--- src/rtl/mem_port_arbiter_pkg.sv ---
// Shared types for the unified-memory port arbiter: FSM states, owner codes,
// debug view and the tie-break rule.
package mem_port_arbiter_pkg;

  typedef enum logic [1:0] {
    ARB_IDLE = 2'd0,
    ARB_BUSY = 2'd1,
    ARB_DONE = 2'd2
  } arb_state_t;

  typedef enum logic {
    OWN_IF = 1'b0,
    OWN_D  = 1'b1
  } arb_owner_t;

  typedef struct packed {
    arb_state_t state;
    arb_owner_t owner;
    arb_owner_t last_grant;
    logic       cancel_pend;
  } arb_dbg_t;

  // Ties alternate against the previous grant; a lone requester always wins.
  function automatic arb_owner_t arb_pick(input logic d_ok, input logic if_ok,
                                          input arb_owner_t last);
    if (d_ok && if_ok) return (last == OWN_IF) ? OWN_D : OWN_IF;
    return d_ok ? OWN_D : OWN_IF;
  endfunction

endpackage

--- src/rtl/mem_port_arbiter_if.sv ---
// Bundle of the fetch, data and memory-macro signals around the arbiter.
// The slave modport is the arbiter's view; master is the surrounding pipeline/memory.
interface mem_port_arbiter_if #(
  parameter int ADDR_W = 16,
  parameter int DATA_W = 16
);
  logic              if_req;
  logic [ADDR_W-1:0] if_addr;
  logic              if_cancel;
  logic [DATA_W-1:0] if_rdata;
  logic              if_ack;
  logic              d_req;
  logic              d_we;
  logic [ADDR_W-1:0] d_addr;
  logic [DATA_W-1:0] d_wdata;
  logic [DATA_W-1:0] d_rdata;
  logic              d_ack;
  logic              mem_en;
  logic              mem_we;
  logic [ADDR_W-1:0] mem_addr;
  logic [DATA_W-1:0] mem_wdata;
  logic [DATA_W-1:0] mem_rdata;
  logic              pipe_stall;

  // Handshake: a requester raises *_req with address/data stable and holds it until
  // its one-cycle *_ack; it drops req the cycle after ack, and req seen high again
  // in IDLE is a new request. if_cancel aborts a pending or in-flight fetch.
  modport slave (
    input  if_req, if_addr, if_cancel, d_req, d_we, d_addr, d_wdata, mem_rdata,
    output if_rdata, if_ack, d_rdata, d_ack, mem_en, mem_we, mem_addr, mem_wdata,
           pipe_stall
  );

  modport master (
    output if_req, if_addr, if_cancel, d_req, d_we, d_addr, d_wdata, mem_rdata,
    input  if_rdata, if_ack, d_rdata, d_ack, mem_en, mem_we, mem_addr, mem_wdata,
           pipe_stall
  );
endinterface

--- src/rtl/mem_port_arbiter_lat_cnt.sv ---
// Loadable down-counter with a zero flag; times how long mem_en is held per access.
module mem_port_arbiter_lat_cnt #(
  parameter int W = 2
) (
  input  logic         clk,
  input  logic         rst,
  input  logic         load,
  input  logic [W-1:0] load_val,
  input  logic         dec,
  output logic         zero
);
  logic [W-1:0] cnt;

  always_ff @(posedge clk) begin
    if (rst)                    cnt <= '0;
    else if (load)              cnt <= load_val;
    else if (dec && cnt != '0)  cnt <= cnt - W'(1);
  end

  assign zero = (cnt == '0);
endmodule

--- src/rtl/mem_port_arbiter.sv ---
// Shares the single-ported memory between instruction fetch and the LW/SW data stage,
// holding each access for MEM_LAT cycles and acknowledging it one cycle later.
module mem_port_arbiter
  import mem_port_arbiter_pkg::*;
#(
  parameter int ADDR_W  = 16,
  parameter int DATA_W  = 16,
  parameter int MEM_LAT = 2
) (
  input  logic     clk,
  input  logic     rst,
  mem_port_arbiter_if.slave bus,
  output arb_dbg_t dbg
);
  localparam int               CNT_W    = $clog2(MEM_LAT) + 1;
  localparam logic [CNT_W-1:0] LAT_INIT = CNT_W'(MEM_LAT - 1);

  arb_state_t        state, next_state;
  arb_owner_t        owner, last_grant, grant_own;
  logic              grant, if_ok, cnt_zero;
  logic [ADDR_W-1:0] lat_addr;
  logic [DATA_W-1:0] lat_wdata, if_rdata_q, d_rdata_q;
  logic              lat_we, cancel_pend;

  // A fetch raised together with its own cancel is never granted.
  assign if_ok = bus.if_req & ~bus.if_cancel;

  mem_port_arbiter_lat_cnt #(.W(CNT_W)) u_lat_cnt (
    .clk      (clk),
    .rst      (rst),
    .load     (grant),
    .load_val (LAT_INIT),
    .dec      (state == ARB_BUSY),
    .zero     (cnt_zero)
  );

  always_ff @(posedge clk) begin
    if (rst) state <= ARB_IDLE;
    else     state <= next_state;
  end

  always_comb begin
    next_state = state;
    grant      = 1'b0;
    grant_own  = arb_pick(bus.d_req, if_ok, last_grant);
    case (state)
      ARB_IDLE: if (bus.d_req || if_ok) begin
        grant      = 1'b1;
        next_state = ARB_BUSY;
      end
      ARB_BUSY: if (cnt_zero) next_state = ARB_DONE;
      ARB_DONE: next_state = ARB_IDLE;
      default:  next_state = ARB_IDLE;
    endcase
  end

  always_comb begin
    bus.mem_en    = 1'b0;
    bus.mem_we    = 1'b0;
    bus.mem_addr  = '0;
    bus.mem_wdata = '0;
    bus.if_ack    = 1'b0;
    bus.d_ack     = 1'b0;
    case (state)
      ARB_BUSY: begin
        bus.mem_en    = 1'b1;
        bus.mem_we    = (owner == OWN_D) && lat_we;
        bus.mem_addr  = lat_addr;
        bus.mem_wdata = lat_wdata;
      end
      ARB_DONE: begin
        // A cancel arriving in the ack cycle itself still kills the fetch ack.
        bus.if_ack = (owner == OWN_IF) && !cancel_pend && !bus.if_cancel;
        bus.d_ack  = (owner == OWN_D);
      end
      default: ;
    endcase
  end

  always_ff @(posedge clk) begin
    if (rst) begin
      owner       <= OWN_IF;
      last_grant  <= OWN_IF;
      lat_addr    <= '0;
      lat_wdata   <= '0;
      lat_we      <= 1'b0;
      cancel_pend <= 1'b0;
      if_rdata_q  <= '0;
      d_rdata_q   <= '0;
    end else begin
      if (grant) begin
        owner      <= grant_own;
        last_grant <= grant_own;
        lat_addr   <= (grant_own == OWN_D) ? bus.d_addr : bus.if_addr;
        lat_wdata  <= (grant_own == OWN_D) ? bus.d_wdata : '0;
        lat_we     <= (grant_own == OWN_D) && bus.d_we;
      end
      if (state == ARB_BUSY && cnt_zero) begin
        if (owner == OWN_IF) if_rdata_q <= bus.mem_rdata;
        else if (!lat_we)    d_rdata_q  <= bus.mem_rdata;
      end
      if (state == ARB_DONE)
        cancel_pend <= 1'b0;
      else if (state == ARB_BUSY && owner == OWN_IF && bus.if_cancel)
        cancel_pend <= 1'b1;
    end
  end

  assign bus.if_rdata   = if_rdata_q;
  assign bus.d_rdata    = d_rdata_q;
  assign bus.pipe_stall = (bus.d_req & ~bus.d_ack) |
                          (bus.if_req & ~bus.if_ack & ~bus.if_cancel);
  assign dbg = {state, owner, last_grant, cancel_pend};
endmodule

--- src/flat_wrapper.sv ---
// flat-port wrapper written by rule: the top's interface ports become plain ports
module mem_port_arbiter_flat import mem_port_arbiter_pkg::*;
#(
  parameter int ADDR_W  = 16,
  parameter int DATA_W  = 16,
  parameter int MEM_LAT = 2
)
  (clk, rst, dbg, bus_if_req, bus_if_addr, bus_if_cancel, bus_d_req, bus_d_we, bus_d_addr, bus_d_wdata, bus_mem_rdata, bus_if_rdata, bus_if_ack, bus_d_rdata, bus_d_ack, bus_mem_en, bus_mem_we, bus_mem_addr, bus_mem_wdata, bus_pipe_stall);
  mem_port_arbiter_if #(.ADDR_W(ADDR_W), .DATA_W(DATA_W)) bus_i ();
  input  logic clk;
  input  logic rst;
  output arb_dbg_t dbg;
  input wire logic [$bits(bus_i.if_req)-1:0] bus_if_req;
  input wire logic [$bits(bus_i.if_addr)-1:0] bus_if_addr;
  input wire logic [$bits(bus_i.if_cancel)-1:0] bus_if_cancel;
  input wire logic [$bits(bus_i.d_req)-1:0] bus_d_req;
  input wire logic [$bits(bus_i.d_we)-1:0] bus_d_we;
  input wire logic [$bits(bus_i.d_addr)-1:0] bus_d_addr;
  input wire logic [$bits(bus_i.d_wdata)-1:0] bus_d_wdata;
  input wire logic [$bits(bus_i.mem_rdata)-1:0] bus_mem_rdata;
  output wire logic [$bits(bus_i.if_rdata)-1:0] bus_if_rdata;
  output wire logic [$bits(bus_i.if_ack)-1:0] bus_if_ack;
  output wire logic [$bits(bus_i.d_rdata)-1:0] bus_d_rdata;
  output wire logic [$bits(bus_i.d_ack)-1:0] bus_d_ack;
  output wire logic [$bits(bus_i.mem_en)-1:0] bus_mem_en;
  output wire logic [$bits(bus_i.mem_we)-1:0] bus_mem_we;
  output wire logic [$bits(bus_i.mem_addr)-1:0] bus_mem_addr;
  output wire logic [$bits(bus_i.mem_wdata)-1:0] bus_mem_wdata;
  output wire logic [$bits(bus_i.pipe_stall)-1:0] bus_pipe_stall;
  assign bus_i.if_req = bus_if_req;
  assign bus_i.if_addr = bus_if_addr;
  assign bus_i.if_cancel = bus_if_cancel;
  assign bus_i.d_req = bus_d_req;
  assign bus_i.d_we = bus_d_we;
  assign bus_i.d_addr = bus_d_addr;
  assign bus_i.d_wdata = bus_d_wdata;
  assign bus_i.mem_rdata = bus_mem_rdata;
  assign bus_if_rdata = bus_i.if_rdata;
  assign bus_if_ack = bus_i.if_ack;
  assign bus_d_rdata = bus_i.d_rdata;
  assign bus_d_ack = bus_i.d_ack;
  assign bus_mem_en = bus_i.mem_en;
  assign bus_mem_we = bus_i.mem_we;
  assign bus_mem_addr = bus_i.mem_addr;
  assign bus_mem_wdata = bus_i.mem_wdata;
  assign bus_pipe_stall = bus_i.pipe_stall;
  mem_port_arbiter #(.ADDR_W(ADDR_W), .DATA_W(DATA_W), .MEM_LAT(MEM_LAT)) u_core (.clk(clk), .rst(rst), .bus(bus_i), .dbg(dbg));
endmodule
--- config.mk ---
export PLATFORM = sky130hd
export DESIGN_NAME = mem_port_arbiter_flat
export DESIGN_NICKNAME = d
export VERILOG_FILES = /design/src/rtl/mem_port_arbiter_pkg.sv /design/src/rtl/mem_port_arbiter_if.sv /design/src/rtl/mem_port_arbiter_lat_cnt.sv /design/src/rtl/mem_port_arbiter.sv /design/src/flat_wrapper.sv
export SDC_FILE = /design/constraint.sdc
export NUM_CORES = 1
export LEC_CHECK = 0
export BUFFER_PORTS_ARGS = -buffer_cell sky130_fd_sc_hd__buf_4
export CAP_MARGIN = 40
export CORE_ASPECT_RATIO = 1.2
export CORE_MARGIN = 2
export CORE_UTILIZATION = 44
export CTS_BUF_LIST = sky130_fd_sc_hd__clkbuf_4 sky130_fd_sc_hd__clkbuf_8
export DETAILED_ROUTE_END_ITERATION = 16
export GPL_ROUTABILITY_DRIVEN = 0
export PLACE_DENSITY = 0.79
export SYNTH_ARGS = -nofsm -noshare
export SYNTH_HDL_FRONTEND = slang
export SYNTH_HIERARCHICAL = 1
export SYNTH_SLANG_ARGS = --single-unit
--- constraint.sdc ---
create_clock -name clk -period 1.7 [get_ports clk]
set_clock_uncertainty 0.2 [all_clocks]
set_input_delay 0.085 -clock clk [delete_from_list [all_inputs] [get_ports clk]]
set_output_delay 0.085 -clock clk [all_outputs]
set_load 0.005 [all_outputs]
* After elaboration in Yosys (flattened, before gate mapping) *
Cells that the tools add are included.
W data, S select, Z words.

operators by class
  add/sub/neg operators = 1
  multipliers = 0
  div/mod/pow operators = 0
  $lt $le $gt $ge = 0
  eq/ne operators = 4
  shift operators = 0
  multiplexer cells = 20
  bitwise logic cells = 10
  reduce and logical (&&, ||, !) cells = 21

operator list
  kind                   count
  $mux W16               4
  $mux W1                13
  $logic_and A1 B1 Y1    9
  $not A1 Y1             5
  $and A1 B1 Y1          4
  $logic_not A2 Y1       2
  $mux W2                2
  $ne A2 B1 Y1 const B   2
  $pmux W2 S2            1
  $reduce_and A2 Y1      2
  $reduce_bool A2 Y1     2
  $reduce_or A2 Y1       2
  $reduce_and A3 Y1      1
  $eq A2 B1 Y1 const B   1
  $eq A2 B2 Y1 const B   1
  $logic_not A1 Y1       2
  $sub A2 B1 Y2 const B  1
  $logic_or A1 B1 Y1     1
  $or A1 B1 Y1           1

storage, ports and cells
  register bits = 71
  bits in latches = 0
  memory bits (writable) = 0
  bits in read-only memories = 0
  input bits = 70
  output and inout port bits = 74
  logic and storage cells = 66
  memories kept = 0

* Longest topological paths before layout *
Gate-level depths: netlist of run 1.

  depth after elaboration = 8
  gate-level depth with buffers = 8
  gate-level depth less buffers = 6

* Hierarchy *
Netlist of run 1, hierarchy kept.

by module, submodules not included
  module                    instances  cells an instance  area an instance (µm²)  sequential area each (µm²)
  mem_port_arbiter          1          377                2981.6                  1381.3
  mem_port_arbiter_lat_cnt  1          14                 126.4                   40.0

* Worst setup path before layout of run 1 *
OpenSTA, ideal clock, no wires.

  path type = reg2reg
  start = register u_core.state[1]
  end = register u_core.u_lat_cnt.cnt[0]
  library setup time = 79 ps
  data arrival time = 1544 ps
  required time = 1421 ps
  slack = -124 ps
  stages on the path, launching flop included = 7
  path buffers = 2
  period minus slack after synthesis = 1824 ps
  path through = dfxtp_1 -> and2b_1 -> clkbuf_1 -> clkbuf_1 -> nor2b_4 -> xnor2_1 -> a211oi_2

between the ends
  word-level cells in the longest chain between the ends = 3
  elaborated cells on any way between the ends = 6
  those cells by class = eq/ne (1); mux (2); reduce/logical (3)

RTL lines
  element                                           line                                                    text
  start, declared                                   mem_port_arbiter.sv:18                                  arb_state_t state, next_state;
  start signal, assigned                            mem_port_arbiter.sv:39                                  else state <= next_state;
  $logic_not A2 Y1 or $eq A2 B1 Y1 (tied branches)  mem_port_arbiter.sv:46, mem_port_arbiter.sv:33
  $mux W1 or $logic_and A1 B1 Y1 (tied branches)    mem_port_arbiter.sv:46, mem_port_arbiter_lat_cnt.sv:17
  $mux W1 or $reduce_bool A2 Y1 (tied branches)     -
  end signal, assigned                              mem_port_arbiter_lat_cnt.sv:16                          else if (load) cnt <= load_val;
  end signal, assigned                              mem_port_arbiter_lat_cnt.sv:17                          else if (dec && cnt != '0) cnt <= cnt - W'(1);
  end, declared                                     mem_port_arbiter_lat_cnt.sv:12                          logic [W-1:0] cnt;

Several ways; a longest one is shown, not always the timed one.
A chain may end at the register's enable or synchronous reset.

* Worst setup path in the final report of run 1 *
  start = register u_core.state[1]
  end = register u_core.d_rdata_q[7] (netlist: u_core/bus.d_rdata[7])

between the ends
  word-level cells in the longest chain between the ends = 3

RTL lines
  element                      line                     text
  $eq A2 B1 Y1                 mem_port_arbiter.sv:98   if (state == ARB_BUSY && cnt_zero) begin
  $logic_and A1 B1 Y1          mem_port_arbiter.sv:98
  $reduce_and A3 Y1 (no line)  -
  end signal, assigned         mem_port_arbiter.sv:100  else if (!lat_we) d_rdata_q <= bus.mem_rdata;
  end, declared                mem_port_arbiter.sv:22   logic [DATA_W-1:0] lat_wdata, if_rdata_q, d_rdata_q;

No other way between the ends.

==> results.py, run 1 <==
metrics = {
    "run_status": {
        "status": "complete, but fails checks",
        "violations": "negative setup slack",
    },
    "synth": {
        "synth-edff-count": 0,
        "syn-num-nets": 462,
        "synthDistinctLibCells": 34,
        "synth_most_common_cell": "nand2_1",
        "seq_area_frac_synth_pct": 45.73,
        "syn_inst": 391,
        "synthFlopType": "dfxtp_1",
        "yosys_register_bits": 71,
        "synth_area_leaders": "dfxtp_1 46%, nand2_1 12%, a21oi_1 11%, and2_1 6.6%, a211oi_2 4.8%",
        "synthTopCellsByCount": "102 x nand2_1, 71 x dfxtp_1, 69 x a21oi_1, 33 x and2_1, 19 x nor2_1",
        "yosysWarnings": 6,
        "avgSynthCellArea_um2": 7.949,
        "synth_top_area_share_pct": 45.73,
        "synth_top_area_cell": "dfxtp_1",
        "async_flop_share_pct": 0,
        "synth.cell_area_um2": 3108,
    },
    "sta": {
        "hold_viol_final": 0,
        "worst_hold_slack_ns": 0.04765,
        "slew_viol_final": 0,
        "maxClockFrequency_mhz": 582.3,
        "timing.final.crit_period_ns": 1.717,
        "period_share_pct": 101.0,
        "grt_setup_unrepaired": "yes",
        "setup_slack_ns": -0.01748,
        "setup_viol": 5,
    },
    "cts": {
        "clock_sinks": 71,
        "clk_latency_ns": 0.33,
        "cts.path.max_buffers": 2,
        "clk_pin_slew_ns": 0.08,
        "tritoncts": "built",
        "cts_buffers": 9,
        "htreeDepth": 3,
        "cts-root-buf": "clkbuf_8",
    },
    "setup_path": {
        "r2r_cells": 6,
        "arrival_ns": 1.78,
        "worst-setup-path-type": "register to register",
        "ff2ff_setup_slack_ns": -0.02,
        "critical_path.endpoint_type": "register",
        "rr_startpoint": "u_core/state[1]",
        "cp-start-kind": "register",
        "crit_start": "u_core/state[1]",
        "critPathRequiredTime_ns": 1.76,
        "cp_max_fo": 8,
        "reg2reg_to": "u_core/bus.d_rdata[7]",
    },
    "power_and_ir_drop": {
        "worst_ir_drop_vdd_uv": 891.5,
        "clkPwrFrac_pct": 35.9,
        "p_leak_nw": 2.325,
        "seqPwrFrac_pct": 40.7,
        "power_density_nw_per_um2": 851.8,
        "p_comb_share_pct": 23.4,
        "switching_power_mw": 1.233,
        "switching_share_pct": 27.04,
        "intPower_mw": 3.327,
    },
    "finish": {
        "fin_util_pct": 78.09,
        "post_route_cells_drive_above_1_share_pct": 35.88,
        "fin_nets": 668,
        "fin_area_um2": 5353,
        "regArea_um2": 1428,
        "multi_input_area_um2": 1515,
        "fillers": 466,
        "diodes": 0,
        "synthToLayoutAreaGrowth_pct": 72.22,
    },
    "worst_hold_path": {
        "worstHoldStart": "bus_d_req",
        "min_path_cells": 5,
        "min_path_type": "input port to register",
        "worstHoldEndpoint": "u_core/lat_addr[15]",
    },
    "die": {
        "die_h_um": 96.07,
        "coreArea_um2": 6854,
        "dieArea_um2": 7754,
        "io-pin-count": 144,
        "die_w_um": 80.72,
        "initial_utilization_pct": 45.35,
        "num_rows": 33,
    },
    "routing": {
        "wl_um": 10640,
        "wire_per_inst_um": 15.44,
        "first_pass_iters": 7,
        "drc": 0,
        "vias": 3521,
        "drt-initial-drc-count": 144,
        "viasPerCell": 5.110,
        "ant_nets": 0,
    },
    "place": {
        "dpl_cell_area_um2": 4263,
        "place_hpwl_um": 6168,
        "io_buffers": 143,
        "place_ws_ns": 0.1049,
    },
    "global_routing": {
        "antenna_found_initial": 0,
        "grt_usage_pct": 26.06,
        "grt_pass1_vias": 3391,
        "grt_first_pass_wirelength_um": 15660,
        "grt_max_degree": 45,
        "grt_overflow": 0,
    },
    "job": {
        "maxCapViolCount": 0,
    },
}
[cell type report]
class,instances,share of cell area (%)
Timing Repair Buffer,229,37.84
Multi-Input combinational cell,280,28.31
Sequential cell,71,26.67
Clock buffer,9,2.314
Clock inverter,7,2.267
Tap cell,87,2.034
Inverter,6,0.5610
[cell families after synthesis]
kind of cell	count (synthesis)	share of synthesized area, %
AO/OA/AOI/OAI	90	18.20
XOR/XNOR	1	0.2819
adder cells (fa/ha/maj)	1	0.4025
buffers and inverters	40	7.407
flip-flops	71	45.73
other	2	0.2416
AND/OR/NAND/NOR	186	27.74
[routing by layer]
layer / up-vias / global-route usage [%] / share of wire, %
met4: 0 / 14.69 / 4.2
li1: 1694 / - / -
met3: 46 / 5.816 / 6.9
met1: 1633 / 28.45 / 37
met2: 148 / 46.32 / 51
met5: - / 0 / 0
[how the worst max path moves through the flow]
stage	to	cells past startpoint	slack (ns)
2_1_floorplan	u_core/u_lat_cnt/cnt[0]	6	0.07
3_3_place_gp	u_core/u_lat_cnt/cnt[1]	7	0.17
3_5_place_dp	u_core/u_lat_cnt/cnt[1]	7	0.10
4_1_cts	bus_mem_we	4	-0.02
5_1_grt	bus_mem_we	4	-0.05
6_report	u_core/bus.d_rdata[7]	6	-0.02
[state kept, by name, summed over array words and instances, names as in the netlist]
name,cells
u_core/bus.d_rdata,16
u_core/bus.if_rdata,16
u_core/cancel_pend,1
u_core/last_grant,1
u_core/lat_addr,16
u_core/lat_wdata,16
u_core/lat_we,1
u_core/state,2
u_core/u_lat_cnt/cnt,2
[power groups by stage]
stage / sequential (mW) / combinational, mW / clock (mW)
final: 1.85 / 1.07 / 1.64
after global routing: 1.87 / 1.15 / 1.72
after CTS: 1.84 / 0.992 / 1.65
after detailed placement: 1.88 / 0.849 / 0
after global placement: 1.88 / 0.828 / 0
after floorplan: 1.87 / 0.497 / 0
[critical path, stage by stage (launching register included)]
cell and delay [ns]:
dfxtp_4 0.35, and2b_4 0.30, buf_6 0.12, and4b_2 0.31, clkbuf_16 0.18, nand2_1 0.05, a21oi_1 0.12
[repair_timing]
| action | CTS | global route |
|---|---|---|
| gates resized for setup | 7 | 30 |
| pin swaps | 1 | 4 |
| hold endpoints to repair | 66 | 0 |
| setup endpoints to repair | 35 | 39 |
| cloned | 0 | 1 |
| hold buffers | 67 | 0 |
| buffers inserted | 3 | 2 |
[layout by cell type, fill, tap and decap left out, drive strengths merged]
cell and n:
buf 161, nand2 102, dfxtp 71, a21oi 69, dlygate4sd3 67, and2 33, nor2 20, nand3 18
a211oi 17, clkbuf 10, inv 6, clkinv 4, bufinv 3, nand2b 3, nand3b 2, conb 2
and3 2, a211o 1, and2b 1, nor4 1, nor3 1, o21bai 1, and4b 1, nand4b 1
a32oi 1, nor2b 1, xnor2 1, o211ai 1, ha 1
[through the flow]
step | power [mW] | setup TNS, ns | instances
after floorplan | 2.368 | 0 | 391
after global placement | 2.705 | 0 | 600
after detailed placement | 2.730 | 0 | 600
after CTS | 4.489 | -0.03705 | 686
after global routing | 4.741 | -0.5320 | 689
final | 4.560 | -0.04168 | 689
(Power assumes the default switching activity.)
==> inputs of run 2 (changes only) <==
- ABC_AREA: unset -> 1
- CORE_UTILIZATION: 44 -> 45
==> results.py, run 2 <==
metrics = {
    "place": {
        "dpl.cell_count": 756,
        "place_hpwl_um": 6620,
        "io_buffers": 143,
    },
    "routing": {
        "viasPerCell": 4.913,
        "ant_nets": 0,
        "drt-initial-drc-count": 188,
        "wire_per_inst_um": 13.44,
        "vias": 4137,
        "wl_um": 11320,
        "first_pass_iters": 5,
        "drc": 0,
    },
    "setup_path": {
        "cp_max_fo": 5,
        "rr_startpoint": "u_core/state[1]",
        "reg2reg_to": "u_core/lat_addr[3]",
        "cp-start-kind": "register",
        "ff2ff_setup_slack_ns": 0.13,
        "worst-setup-path-type": "register to primary output",
        "arrival_ns": 1.36,
        "r2r_cells": 7,
        "critical_path.endpoint_type": "primary output",
        "critPathRequiredTime_ns": 1.41,
    },
    "synth": {
        "yosys_register_bits": 71,
        "synth_most_common_cell": "nor2_1",
        "synthTopCellsByCount": "157 x nor2_1, 79 x nand2_1, 77 x inv_1, 71 x dfxtp_1, 51 x nand3_1",
        "synthFlopType": "dfxtp_1",
        "synth_top_area_cell": "dfxtp_1",
        "yosysWarnings": 6,
        "synth_area_leaders": "dfxtp_1 42%, nor2_1 17%, nand2_1 8.7%, inv_1 8.5%, nand3_1 7.5%",
        "synth_top_area_share_pct": 41.66,
        "syn_inst": 540,
        "avgSynthCellArea_um2": 6.319,
        "seq_area_frac_synth_pct": 41.66,
        "syn-num-nets": 611,
        "synth-edff-count": 0,
        "async_flop_share_pct": 0,
        "synth.cell_area_um2": 3412,
        "synthDistinctLibCells": 23,
    },
    "global_routing": {
        "met3_usage_pct": 5.809,
        "antenna_found_initial": 0,
        "busiest_layer": "met2",
        "grt_util_met1_pct": 32.35,
        "grt_max_degree": 35,
        "grt_pass1_vias": 3849,
        "grt_first_pass_wirelength_um": 17940,
        "grt_usage_pct": 26.62,
        "grt_overflow": 0,
        "grtUsageMet2_pct": 44.98,
    },
    "job": {
        "maxCapViolCount": 0,
    },
    "finish": {
        "diodes": 0,
        "layout_commonest_cell": "buf_4",
        "final_cells": 842,
        "post_route_cells_drive_above_1_share_pct": 28.32,
        "synthToLayoutAreaGrowth_pct": 64.65,
        "fin_nets": 818,
        "mostFrequentLayoutCells": "155 x buf_4, 142 x nor2_1, 79 x nand2_1",
        "fillers": 514,
    },
    "die": {
        "die_w_um": 83.49,
        "io-pin-count": 144,
        "die_h_um": 99.39,
        "num_rows": 34,
        "coreArea_um2": 7317,
        "initial_utilization_pct": 46.63,
        "dieArea_um2": 8298,
    },
    "power_and_ir_drop": {
        "power_density_nw_per_um2": 831.2,
        "worst_ir_drop_vdd_uv": 641.0,
        "p_leak_nw": 2.777,
    },
    "cts": {
        "clk_latency_ns": 0.35,
        "clk_pin_slew_ns": 0.08,
        "cts-root-buf": "clkbuf_8",
        "clock_sinks": 71,
        "tritoncts": "built",
        "cts.path.max_buffers": 2,
        "htreeDepth": 3,
        "cts_buffers": 9,
    },
    "worst_hold_path": {
        "worstHoldEndpoint": "u_core/last_grant",
        "worstHoldStart": "bus_if_req",
        "min_path_type": "input port to register",
        "min_path_cells": 4,
    },
    "sta": {
        "slew_viol_final": 0,
        "timing.final.crit_period_ns": 1.646,
        "grt_setup_unrepaired": "no",
        "setup_viol": 0,
        "totalNegativeSetupSlack_ns": 0,
        "maxClockFrequency_mhz": 607.5,
        "period_share_pct": 96.82,
        "hold_viol_final": 0,
    },
    "run_status": {
        "status": "finished clean",
    },
}
-- run 2: cell count changes in the layout (fill, tap and decap cells not counted), moves of 9 or more --
cell / change
and2_1: -27
nor2_1: +124
a21oi_1: -29
inv_1: +71
nand2_1: -22
buf_4: +9
a211oi_2: -12
nand3_1: +33
nor2_2: +14
o21ai_0: +17
-- run 2: layout make-up --
| type | instances | area [µm²] | area share, % |
|---|---|---|---|
| Timing Repair Buffer | 228 | 1951 | 34.72 |
| Tap cell | 90 | 112.6 | 2.004 |
| Clock inverter | 7 | 86.33 | 1.537 |
| Clock buffer | 9 | 123.9 | 2.205 |
| Inverter | 81 | 306.5 | 5.457 |
| Multi-Input combinational cell | 356 | 1608 | 28.62 |
| Sequential cell | 71 | 1430 | 25.46 |
-- run 2: metal layers --
layer / vias to the layer above / share of wire (%)
met5: - / 0
met4: 0 / 3.2
met3: 33 / 8.8
met2: 230 / 49
met1: 1825 / 39
li1: 2049 / -
-- run 2: repair_timing --
action | in CTS | in global routing
gates resized for setup | 12 | 25
endpoints found under the hold margin | 66 | 0
hold buffers | 67 | 0
pin swaps | 1 | 2
buffers inserted | 1 | 1
endpoints found under the setup margin | 34 | 43
cloned | 0 | 1
-- run 2: how the worst max path moves through the flow --
stage | to | from | slack [ns] | cells past startpoint
after floorplan | u_core/u_lat_cnt/cnt[1] | u_core/state[0] | 0.12 | 9
after global placement | u_core/lat_addr[6] | u_core/state[1] | 0.17 | 7
after detailed placement | u_core/lat_addr[3] | u_core/state[1] | 0.12 | 7
after CTS | bus_mem_wdata[10] | u_core/state[0] | 0.004 | 6
after global routing | bus_pipe_stall | u_core/state[0] | 0.007 | 6
final | bus_pipe_stall | u_core/last_grant | 0.05 | 4
-- run 2: where the power goes --
group | internal [mW] | switching (mW) | leakage [nW]
Sequential | 1.82 | 0.0724 | 0.583
Clock | 0.713 | 0.716 | 0.105
Combinational | 0.641 | 0.705 | 2.09
-- run 2: per-stage QoR --
step | total power, mW | util (%) | worst slack, ns | instance area (µm²) | hold slack (ns)
floorplan | 2.549 | - | 0.1217 | 3412 | 0.04596
global placement | 2.983 | 62.62 | 0.1701 | 4582 | 0.1453
detailed placement | 3.019 | 62.62 | 0.1223 | 4582 | 0.1544
CTS | 4.592 | 75.27 | 0.004299 | 5508 | 0.03008
global route | 4.923 | 76.78 | 0.007135 | 5618 | 0.08829
finish | 4.670 | 76.78 | 0.05403 | 5618 | 0.04199
-- run 2: logic make-up (layout without fill, tap and decap cells) --
logic type      Yosys count  count (layout)  synth area share, %
simple gates            299             299                35.90
buf+inv                 113             325                13.79
flops                    71              71                41.66
fa+ha+maj                 1               1               0.3666
other cells               2               2               0.2201
compound gates           54              54                8.068
-- run 2: worst max-delay path, cell delays in order, from the launching register on --
cell and delay, ns:
dfxtp_4 0.38, inv_1 0.11, nor3_4 0.25, o22ai_2 0.12, buf_4 0.15
==> inputs of run 3 (changes only) <==
- REMOVE_ABC_BUFFERS: unset -> 1
==> results.py, run 3 (synthesis results as in run 2) <==
metrics = {
    "run_status": {
        "status": "complete, but fails checks",
        "violations": "negative setup slack",
    },
    "global_routing": {
        "grt_usage_pct": 26.35,
        "grt_max_degree": 35,
        "grt_pass1_vias": 4033,
        "antenna_found_initial": 0,
        "grt_overflow": 0,
        "grt_first_pass_wirelength_um": 18100,
    },
    "cts": {
        "htreeDepth": 3,
        "clk_latency_ns": 0.34,
        "clk_pin_slew_ns": 0.08,
        "cts-root-buf": "clkbuf_8",
        "cts_buffers": 9,
        "clock_sinks": 71,
        "cts.path.max_buffers": 2,
        "tritoncts": "built",
    },
    "finish": {
        "multi_input_area_um2": 1580,
        "regArea_um2": 1430,
        "fin_nets": 819,
        "synthToLayoutAreaGrowth_pct": 62.45,
        "fillers": 492,
        "diodes": 0,
        "layout_commonest_cell": "buf_4",
        "fin_area_um2": 5543,
        "post_route_cells_drive_above_1_share_pct": 28.69,
        "mostFrequentLayoutCells": "159 x buf_4, 137 x nor2_1, 79 x nand2_1",
    },
    "power_and_ir_drop": {
        "worst_ir_drop_vdd_uv": 551.8,
        "p_leak_nw": 2.752,
        "power_mw": 4.430,
        "power_density_nw_per_um2": 799.3,
    },
    "place": {
        "dpl_cell_area_um2": 4562,
        "io_buffers": 143,
        "place_hpwl_um": 6685,
    },
    "setup_path": {
        "critical_path.endpoint_type": "primary output",
        "crit_start": "u_core/state[1]",
        "reg2reg_to": "u_core/bus.d_rdata[5]",
        "ff2ff_setup_slack_ns": 0.13,
        "rr_startpoint": "u_core/state[1]",
        "r2r_cells": 8,
        "crit_path_max_incr_delay_ns": 0.37,
        "worst-setup-path-type": "register to primary output",
        "arrival_ns": 1.44,
        "cpMaxStageDelayCell": "dfxtp_4",
        "endpoint": "bus_mem_addr[4]",
        "critPathRequiredTime_ns": 1.41,
        "path_cells": "nor2_4 -> clkinv_4 -> clkbuf_16 -> nor2_2 -> buf_4",
        "cp-start-kind": "register",
        "cp_max_fo": 14,
    },
    "die": {
        "io-pin-count": 144,
        "dieArea_um2": 8298,
        "coreArea_um2": 7317,
        "initial_utilization_pct": 46.63,
        "num_rows": 34,
        "die_w_um": 83.49,
        "die_h_um": 99.39,
    },
    "sta": {
        "hold_viol_final": 0,
        "setup_viol": 1,
        "period_share_pct": 101.4,
        "timing.final.crit_period_ns": 1.723,
        "grt_setup_unrepaired": "yes",
        "slew_viol_final": 0,
        "maxClockFrequency_mhz": 580.4,
        "setup_slack_ns": -0.02310,
    },
    "routing": {
        "ant_nets": 0,
        "drc": 0,
        "wire_per_inst_um": 14.32,
        "viasPerCell": 5.069,
        "drt-initial-drc-count": 268,
        "vias": 4273,
        "wl_um": 12070,
        "first_pass_iters": 5,
    },
    "job": {
        "maxCapViolCount": 0,
    },
    "worst_hold_path": {
        "min_path_type": "input port to register",
        "min_path_cells": 5,
    },
}
[run 3: changes by cell type in the layout (fill, tap and decap cells not counted), moves of 2 or more]
cell / before / now
nor2_2: 15 / 22
nor2_1: 142 / 137
buf_4: 155 / 159
clkinv_2: 0 / 4
buf_12: 4 / 1
inv_6: 3 / 0
clkinv_4: 0 / 2
inv_8: 2 / 0
nor2_4: 4 / 2
[run 3: layout make-up]
| class | count | area share, % |
|---|---|---|
| well taps | 90 | 2.032 |
| flip-flops and latches | 71 | 25.80 |
| clock buffers | 10 | 2.483 |
| multi-input cells | 356 | 28.51 |
| inverters | 81 | 5.576 |
| clock inverters | 6 | 0.6546 |
| repair buffers | 229 | 34.94 |
[run 3: how the worst min path moves through the flow]
stage	from	to
floorplan	rst	u_core/last_grant
global placement	bus_mem_rdata[2]	u_core/bus.if_rdata[2]
detailed placement	bus_mem_rdata[4]	u_core/bus.if_rdata[4]
CTS	bus_if_cancel	u_core/cancel_pend
global route	bus_if_cancel	u_core/cancel_pend
finish	bus_if_cancel	u_core/cancel_pend
[run 3: power breakdown]
part | switching, mW | leakage [nW] | internal [mW]
Combinational | 0.724 | 2.08 | 0.630
Sequential | 0.0707 | 0.583 | 1.82
Clock | 0.622 | 0.0918 | 0.561
Total | 1.42 | 2.75 | 3.01
[run 3: routing by layer]
layer | track usage [%] | up-vias | routed length [µm]
met3 | 5.145 | 31 | 1239
met1 | 31.33 | 1910 | 4509
li1 | - | 2040 | -
met5 | 0 | - | 0
met2 | 46.22 | 292 | 6031
met4 | 11.79 | 0 | 291
[run 3: timing repair]
item / in CTS / in global routing
pin swaps: 1 / 2
setup endpoints to repair: 35 / 35
setup buffers: 1 / 3
gates resized for setup: 5 / 26
hold buffers: 67 / 0
hold endpoints to repair: 71 / 0
cloned: 0 / 1
[run 3: worst max-delay path, delay by kind of cell, from the launching register on]
family                 cells  cell delay, ns
AND/OR/NAND/NOR            2            0.28
flip-flops                 1            0.37
buffers and inverters      3            0.45
[run 3: through the flow]
stage / std cells / hold slack, ns / util (%) / setup TNS, ns / worst slack, ns
global route: 843 / 0.06645 / 75.75 / -0.3609 / -0.06999
floorplan: 508 / -0.04593 / - / -5.812 / -0.1899
CTS: 839 / 0.04540 / 74.16 / 0 / 0.006005
finish: 843 / 0.06103 / 75.75 / -0.02310 / -0.02310
detailed placement: 755 / 0.1546 / 62.35 / 0 / 0.1779
global placement: 755 / 0.1484 / 62.35 / 0 / 0.2006
